## src/rtl/alu_share_pkg.sv

```systemverilog
// Shared definitions for the two-requester ALU sequencer: ALU control codes,
// FSM state encoding and the latched-operation record.
package alu_share_pkg;

  localparam logic [3:0] CTRL_AND = 4'b0000;
  localparam logic [3:0] CTRL_OR  = 4'b0001;
  localparam logic [3:0] CTRL_ADD = 4'b0010;
  localparam logic [3:0] CTRL_SUB = 4'b0110;
  localparam logic [3:0] CTRL_SLT = 4'b0111;
  localparam logic [3:0] CTRL_NOR = 4'b1100;
  localparam logic [3:0] CTRL_MUL = 4'b0100;

  localparam logic [1:0] ST_IDLE = 2'd0;
  localparam logic [1:0] ST_EXEC = 2'd1;
  localparam logic [1:0] ST_RESP = 2'd2;

  typedef struct packed {
    logic [31:0] src1;
    logic [31:0] src2;
    logic [3:0]  ctrl;
    logic        id;
  } alu_op_t;

  function automatic logic is_supported(input logic [3:0] ctrl);
    case (ctrl)
      CTRL_AND, CTRL_OR, CTRL_ADD, CTRL_SUB,
      CTRL_SLT, CTRL_NOR, CTRL_MUL: return 1'b1;
      default:                      return 1'b0;
    endcase
  endfunction

endpackage

```

## src/rtl/alu_share_ctrl_alu.sv

```systemverilog
// Shared 32-bit combinational ALU. Unsupported control codes yield zero and
// raise err_o.
module alu_share_ctrl_alu
  import alu_share_pkg::*;
(
  input  logic [31:0] src1_i,
  input  logic [31:0] src2_i,
  input  logic [3:0]  ctrl_i,
  output logic [31:0] result_o,
  output logic        zero_o,
  output logic        err_o
);

  always_comb begin
    // NOTE: assign a default before the case so every path drives result_o;
    // otherwise an uncovered ctrl value would infer a latch.
    result_o = '0;
    case (ctrl_i)
      CTRL_AND: result_o = src1_i & src2_i;
      CTRL_OR:  result_o = src1_i | src2_i;
      CTRL_ADD: result_o = src1_i + src2_i;
      CTRL_SUB: result_o = src1_i - src2_i;
      CTRL_SLT: result_o = {31'd0, src1_i < src2_i};
      CTRL_NOR: result_o = ~(src1_i | src2_i);
      CTRL_MUL: result_o = src1_i * src2_i;
      default:  result_o = '0;
    endcase
  end

  assign zero_o = (result_o == '0);
  assign err_o  = !is_supported(ctrl_i);

endmodule

```

## src/rtl/alu_share_ctrl.sv

```systemverilog
// Round-robin arbiter and sequencer in front of a single shared ALU: accept one
// operation, hold it for its per-opcode latency, return a tagged response.
module alu_share_ctrl
  import alu_share_pkg::*;
#(
  parameter int ALU_LAT = 1,
  parameter int MUL_LAT = 3
) (
  input  logic        clk_i,
  input  logic        rst_i,
  input  logic        req0_valid_i,
  input  logic [31:0] req0_src1_i,
  input  logic [31:0] req0_src2_i,
  input  logic [3:0]  req0_ctrl_i,
  output logic        req0_ready_o,
  input  logic        req1_valid_i,
  input  logic [31:0] req1_src1_i,
  input  logic [31:0] req1_src2_i,
  input  logic [3:0]  req1_ctrl_i,
  output logic        req1_ready_o,
  output logic        rsp_valid_o,
  input  logic        rsp_ready_i,
  output logic        rsp_id_o,
  output logic [31:0] rsp_result_o,
  output logic        rsp_zero_o,
  output logic        rsp_err_o
);

  localparam int CNT_MAX = (MUL_LAT > ALU_LAT) ? MUL_LAT : ALU_LAT;
  localparam int CW      = (CNT_MAX > 1) ? $clog2(CNT_MAX) : 1;
  localparam logic [CW-1:0] ALU_LOAD = CW'(ALU_LAT - 1);
  localparam logic [CW-1:0] MUL_LOAD = CW'(MUL_LAT - 1);

  logic [1:0]    state_q, state_d;
  logic          rr_ptr_q, rr_ptr_d;
  logic [CW-1:0] cnt_q, cnt_d;
  alu_op_t       op_q, op_d;
  logic          rsp_valid_q, rsp_valid_d;
  logic          rsp_id_q, rsp_id_d;
  logic [31:0]   rsp_result_q, rsp_result_d;
  logic          rsp_zero_q, rsp_zero_d;
  logic          rsp_err_q, rsp_err_d;

  logic          any_valid, grant_id, accept;
  alu_op_t       req_op;
  logic [31:0]   alu_result;
  logic          alu_zero, alu_err;

  // With both requesters valid rr_ptr decides; otherwise the lone valid one wins.
  always_comb begin
    any_valid    = req0_valid_i | req1_valid_i;
    grant_id     = (req0_valid_i && req1_valid_i) ? rr_ptr_q : req1_valid_i;
    accept       = (state_q == ST_IDLE) && any_valid && !rst_i;
    req0_ready_o = accept && !grant_id;
    req1_ready_o = accept && grant_id;
    req_op       = grant_id ? '{src1: req1_src1_i, src2: req1_src2_i, ctrl: req1_ctrl_i, id: 1'b1}
                            : '{src1: req0_src1_i, src2: req0_src2_i, ctrl: req0_ctrl_i, id: 1'b0};
  end

  alu_share_ctrl_alu u_alu (
    .src1_i   (op_q.src1),
    .src2_i   (op_q.src2),
    .ctrl_i   (op_q.ctrl),
    .result_o (alu_result),
    .zero_o   (alu_zero),
    .err_o    (alu_err)
  );

  always_comb begin
    state_d      = state_q;
    rr_ptr_d     = rr_ptr_q;
    cnt_d        = cnt_q;
    op_d         = op_q;
    rsp_valid_d  = rsp_valid_q;
    rsp_id_d     = rsp_id_q;
    rsp_result_d = rsp_result_q;
    rsp_zero_d   = rsp_zero_q;
    rsp_err_d    = rsp_err_q;
    case (state_q)
      ST_IDLE: begin
        if (accept) begin
          op_d     = req_op;
          cnt_d    = (req_op.ctrl == CTRL_MUL) ? MUL_LOAD : ALU_LOAD;
          rr_ptr_d = ~grant_id;
          state_d  = ST_EXEC;
        end
      end
      ST_EXEC: begin
        if (cnt_q != '0) begin
          cnt_d = cnt_q - CW'(1);
        end else begin
          rsp_result_d = alu_result;
          rsp_zero_d   = alu_zero;
          rsp_err_d    = alu_err;
          rsp_id_d     = op_q.id;
          rsp_valid_d  = 1'b1;
          state_d      = ST_RESP;
        end
      end
      ST_RESP: begin
        // Data outputs intentionally keep their values after the handshake.
        if (rsp_ready_i) begin
          rsp_valid_d = 1'b0;
          state_d     = ST_IDLE;
        end
      end
      default: state_d = ST_IDLE;
    endcase
  end

  // NOTE: sequential state uses non-blocking assignments so every flop samples
  // the pre-edge values of its peers, independent of statement order.
  always_ff @(posedge clk_i or posedge rst_i) begin
    if (rst_i) begin
      state_q      <= ST_IDLE;
      rr_ptr_q     <= 1'b0;
      cnt_q        <= '0;
      op_q         <= '0;
      rsp_valid_q  <= 1'b0;
      rsp_id_q     <= 1'b0;
      rsp_result_q <= '0;
      rsp_zero_q   <= 1'b0;
      rsp_err_q    <= 1'b0;
    end else begin
      state_q      <= state_d;
      rr_ptr_q     <= rr_ptr_d;
      cnt_q        <= cnt_d;
      op_q         <= op_d;
      rsp_valid_q  <= rsp_valid_d;
      rsp_id_q     <= rsp_id_d;
      rsp_result_q <= rsp_result_d;
      rsp_zero_q   <= rsp_zero_d;
      rsp_err_q    <= rsp_err_d;
    end
  end

  assign rsp_valid_o  = rsp_valid_q;
  assign rsp_id_o     = rsp_id_q;
  assign rsp_result_o = rsp_result_q;
  assign rsp_zero_o   = rsp_zero_q;
  assign rsp_err_o    = rsp_err_q;

endmodule
```

## config.mk

```make
export PLATFORM = sky130hd
export DESIGN_NAME = alu_share_ctrl
export DESIGN_NICKNAME = d
export VERILOG_FILES = /design/src/rtl/alu_share_pkg.sv /design/src/rtl/alu_share_ctrl_alu.sv /design/src/rtl/alu_share_ctrl.sv
export SDC_FILE = /design/constraint.sdc
export NUM_CORES = 2
export LEC_CHECK = 0
export ABC_AREA = 1
export BUFFER_PORTS_ARGS = -buffer_cell sky130_fd_sc_hd__buf_2
export CAP_MARGIN = 20
export CORE_UTILIZATION = 40
export DETAILED_ROUTE_END_ITERATION = 6
export PLACE_DENSITY = 0.62
export SLEW_MARGIN = 15
export SYNTH_ARGS = -nofsm -noshare
export SYNTH_HDL_FRONTEND = slang
export SYNTH_SLANG_ARGS = --single-unit
```

## constraint.sdc

```tcl
create_clock -name clk_i -period 16.1 [get_ports clk_i]
set_input_delay 0.805 -clock clk_i [delete_from_list [all_inputs] [get_ports clk_i]]
set_output_delay 0.805 -clock clk_i [all_outputs]
set_load 0.01 [all_outputs]
```

# == After elaboration in Yosys (flattened, before gate mapping) ==
# Index checks and enable logic that the tools add are counted.
# Widths: inputs -> output; s select.
# op_classes
eq_ne,13
addsub,3
mux,15
bitwise_logic,6
n_mul,1
magnitude_cmp,1
n_reduce_logical,20
# op_table
operator,count
$pmux 32 s7,1
$mux 69,1
$add 32x32->32,1
$and 32x32->32,1
$logic_not 32->1,1
$lt 32x32->1,1
$mul 32x32->32,1
$not 32->32,1
$or 32x32->32,1
$sub 32x32->32,1
$eq 4x3->1 const B,4
$mux 2,6
$reduce_and 3->1,3
$ne 2x2->1 const B,4
$reduce_or 7->1,1
$pmux 2 s3,1
$reduce_bool 2->1,3
$logic_and 1x1->1,5
$eq 4x1->1 const B,1
$eq 4x2->1 const B,1
$eq 4x4->1 const B,1
$logic_not 4->1,1
$mux 1,4
$pmux 2 s2,1
other kinds (9),13
# totals
out_inout_bits,38
regBits,110
input_bits,141

# == Depth between registers and ports, before layout ==
# logic_depth
word_depth,7
ltp_mapped,38

# == Cells and area by module ==
# Synthesis repeated with hierarchy kept, for this count alone.
# unflattened
cells_unflattened,3934
hier_area_um2,27510.1
# modules_own_cells
module,cells_per_inst,instances,area_each_um2
alu_share_ctrl_alu,3445,1,22865.7
alu_share_ctrl,489,1,4644.5

# == Worst setup path after synthesis ==
# No wires, ideal clock.
# synth_path
path_kind,register to register
startpoint,register op_q[49] in the netlist's numbering
endpoint,"register rsp_zero_q, in the netlist rsp_zero_o"
setup_ns,0.065
n_path_buf,2
synth_period_minus_slack_ns,6.920
path_stages_with_launch,32
arrival_time_ns,6.856
slack_ns,9.180
path_cell_list,dfrtp_1 > clkbuf_1 > buf_1 > nand2_1 > inv_1 > fa_1 > fa_1 > fa_1 > inv_1 > fa_1 > inv_1 > fa_1 > inv_1 > fa_1 > inv_1 > fa_1 > fa_1 > ha_1 > nand2_1 > nor2_1 > and2_1 > nand3_1 > nand3_1 > a21o_1 > or2_2 > nand3_1 > nand3_1 > nor2_2 > nand3_1 > nor2_1 > nand3_1 > nand2_1
# synth_between
elab_chain_len,4
elab_cells_between_ends,9
classes_between,add/sub: 2; mul: 1; order compare: 1; mux: 1; bitwise: 3; reduce/logical: 1
# synth_rtl
element,line_no,source
from (decl),alu_share_ctrl.sv:37,"alu_op_t op_q, op_d;"
from (signal assigned),alu_share_ctrl.sv:128,op_q <= op_d;
"parallel branches: the longest is 2 deep, another holds $mul 32x32->32",n/a,
$pmux 32 s7 *,alu_share_ctrl_alu.sv:18,case (ctrl_i)
$logic_not 32->1 *,alu_share_ctrl_alu.sv:30,assign zero_o = (result_o == '0);
to (signal assigned),alu_share_ctrl.sv:132,rsp_zero_q <= rsp_zero_d;
to (decl),alu_share_ctrl.sv:41,"logic rsp_zero_q, rsp_zero_d;"
# Every way passes the cells marked *.
# A chain may end at the register's enable or synchronous reset.

# == Worst setup path after layout ==
# layout_path
startpoint,register op_q[50] in the netlist's numbering
endpoint,"register rsp_zero_q, in the netlist rsp_zero_o"
# Same word-level chain as after synthesis.

==> impl_metrics.py <==
metrics = {
    "clock_tree": {
        "post_cts_resized": 0,
        "clk_pin_slew_ps": 100,
        "clock_latency_ps": 400,
        "ctsLongestPathBuffers": 2,
        "numCtsBuffers": 9,
        "ctsHoldBuffers": 0,
        "htreeDepth": 3,
        "cts_tree": "yes",
        "post_cts_buffers": 0,
        "cts-root-buf": "clkbuf_16",
        "clkSinkCount": 110,
    },
    "routing": {
        "vias": 25170,
        "dr.pass1.iters": 5,
        "wl_um": 96860,
        "via_per_inst": 5.147,
        "wire_per_inst_um": 19.81,
        "drc": 0,
        "antenna_left": 0,
        "drtIter0Drc": 1872,
    },
    "synthesis": {
        "synth_xor_xnor_area_share": 0.01370,
        "synth_cell_types": 53,
        "synth_top_area_share": 0.2996,
        "synth-compound-area-share": 0.07079,
        "yosys-top-cells-area": "fa_1 (30%), nand2_1 (16%), inv_1 (13%)",
        "synth_top_family_by_area": "adder cells",
        "syn-cell-area_sq_mm": 0.02740,
        "synth-edff-count": 0,
        "yosys.area.top_type": "fa_1",
        "synthFlopType": "dfrtp_1",
        "synth.net_count": 4714,
        "synthSimpleGateAreaFrac": 0.2534,
        "yosys_warnings": 0,
        "synthAdderAreaFrac": 0.4001,
        "yosysSeqAreaShare": 0.1005,
        "synth_seq_cells": 110,
        "async_reset_ff_frac": 1.000,
        "syn_area_per_cell_sq_um": 6.948,
        "synth_mux_area_frac": 0.0007308,
        "syn_inst": 3943,
    },
    "placement": {
        "dp_hpwl_um": 77930,
        "port_buffers": 178,
        "place_congestion": 1.010,
    },
    "final_layout": {
        "area_growth_syn_to_layout_pct": 7.134,
        "nets": 4783,
        "drive_gt1_frac": 0.07319,
        "antenna_cells": 0,
    },
    "timing": {
        "period_minus_slack_ps": 8327,
        "rsz0062_at_grt": "false",
        "max_clock_freq_ghz": 0.1201,
        "finalHoldViolCount": 0,
        "timing.final.crit_share": 0.5172,
        "tns_ps": 0,
        "final.setup_skew_ps": 18.99,
        "worstMarginPinSlew_ps": 998.9,
        "setup_viol": 0,
        "slew_headroom": 0.3340,
        "drv_slew": 0,
    },
    "worst_hold_path": {
        "min_delay_worst_endpoint": "rsp_valid_o",
        "hold_depth": 2,
        "holdCritStartpoint": "rsp_valid_o",
        "holdCritPathClass": "reg2reg",
    },
    "critical_path": {
        "r2r.worst_path.cells": 23,
        "worst-endpoint-required_ps": 16440,
        "reg2reg_slack_ps": 7770,
        "critical_path.max_stage_delay_ps": 1010,
        "r2r-end": "rsp_zero_o",
        "crit_chain": "ha_1, fa_1, fa_1, inv_1, fa_1, fa_1, inv_1, fa_1, fa_1, fa_1, fa_1, ha_1, a21oi_1, o21ai_0, a21oi_1, nand3_1, o21ai_0, nand4_1, nor3b_2, nand3_1, nor2_1, nand3_1, nand2_1",
        "start_kind": "flip-flop",
        "rr_startpoint": "op_q[50]",
        "crit_fanout": 21,
        "critPathKind": "reg2reg",
        "critPathSlowestCell": "dfrtp_1",
        "crit_top_cell": "fa_1",
        "crit_path_end_kind": "flip-flop",
        "cp.arrival_ps": 8670,
    },
    "global_routing": {
        "grt.total_usage": 0.2853,
        "grt_max_degree": 71,
        "overflow": 0,
        "grt_pass1_vias": 26190,
        "antenna_found_initial": 1,
        "grt_pass1_wl_um": 151900,
    },
    "floorplan": {
        "die_h_um": 263.7,
        "start_util": 0.4058,
        "row_count": 95,
        "chipWidth_um": 263.7,
        "ioPinCount": 179,
        "die-area_sq_mm": 0.06954,
        "core_region_area_sq_mm": 0.06751,
    },
    "job": {
        "drv_cap": 0,
    },
    "run_status": {
        "status": "completed",
    },
}
[cell families (layout without fill, tap and decap cells)]
kind of cell               Yosys count  in the layout
muxes                                2              2
AOI/OAI and AO/OA                  322            322
xor gates and xnor gates            42             42
and+or+nand+nor                   1693           1693
adders and majority gates          630            630
buffers and inverters             1144           1218
DFF                                110            110
[critical path: cells and delay by family (launching register included)]
kind / cells / cell delay, ps
fa+ha+maj: 10 / 4770
simple gates: 7 / 1210
flops: 1 / 1010
buf+inv: 2 / 120
compound gates: 4 / 1150
[metal layers]
layer	vias up	share of wire	track usage
li1	11810	-	-
met1	12220	0.42	0.3710
met2	968	0.48	0.4893
met3	174	0.064	0.03085
met4	0	0.039	0.1035
met5	-	0	0
[layout make-up]
type | instances | area, sq um
clock buffer | 11 | 242.7
inverter | 977 | 3670
multi-input combinational | 2689 | 20260
tap | 873 | 1092
fill | 7049 | 38170
clock inverter | 5 | 63.81
timing repair buffer | 225 | 1264
sequential | 110 | 2753
[Yosys cell counts (3+ instances only)]
library cell	count
or2_2	8
clkbuf_1	106
xor2_1	23
o21ai_0	94
nor2_2	13
nand3_2	3
or2_1	6
o21ai_1	3
nand4_1	41
nor2_1	205
nand2_2	8
nand2_1	1168
buf_4	4
xnor2_1	18
nand2b_1	3
a221oi_1	19
nor4_1	3
buf_2	29
inv_2	8
o211ai_1	68
ha_1	220
fa_1	410
and2_1	3
inv_1	969
a21o_1	5
o21bai_1	8
nand3_1	200
o2111ai_1	3
buf_6	7
nand3b_1	13
dfrtp_1	110
buf_1	18
a21oi_1	106
a211oi_1	3
a21oi_2	4
nor3_1	12
[cells in the final DEF (no fill, tap or decap), types with 41 or more instances in the layout]
cell type	netlist	routed
nand2_1	1168	1167
inv_1	969	968
fa_1	410	410
ha_1	220	220
nor2_1	205	203
nand3_1	200	200
buf_2	29	178
dfrtp_1	110	110
a21oi_1	106	106
o21ai_0	94	94
o211ai_1	68	68
buf_4	4	46
nand4_1	41	41
[stage by stage]
step / cell area [sq um] / setup WS, ps / hold slack, ps / instances / utilization
2_1_floorplan: 27400 / 9180 / 478.1 / 3943 / -
3_3_place_gp: 29020 / 7634 / 463.7 / 4873 / 0.4298
3_5_place_dp: 29020 / 7695 / 462.9 / 4873 / 0.4298
4_1_cts: 29320 / 7648 / 482.9 / 4889 / 0.4343
5_1_grt: 29350 / 7552 / 492.5 / 4890 / 0.4347
6_report: 29350 / 7773 / 480.6 / 4890 / 0.4347
[sequential cells by signal, summed over array words and instances, names as in the netlist]
name          flops
op_q             69
rsp_result_o     32
cnt_q             2
state_q           2
rr_ptr_q          1
rsp_err_o         1
rsp_id_o          1
rsp_valid_o       1
rsp_zero_o        1
[worst max-delay path by stage]
stage | startpoint | cells after the start | endpoint
6_report | op_q[50] | 23 | rsp_zero_o
5_1_grt | op_q[50] | 23 | rsp_zero_o
3_5_place_dp | op_q[14] | 25 | rsp_zero_o
4_1_cts | op_q[14] | 25 | rsp_zero_o
3_3_place_gp | op_q[14] | 25 | rsp_zero_o
2_1_floorplan | op_q[49] | 31 | rsp_zero_o
Power is not shown: default switching activity piles up to over one toggle a cycle in this logic, so the estimate is an artifact.
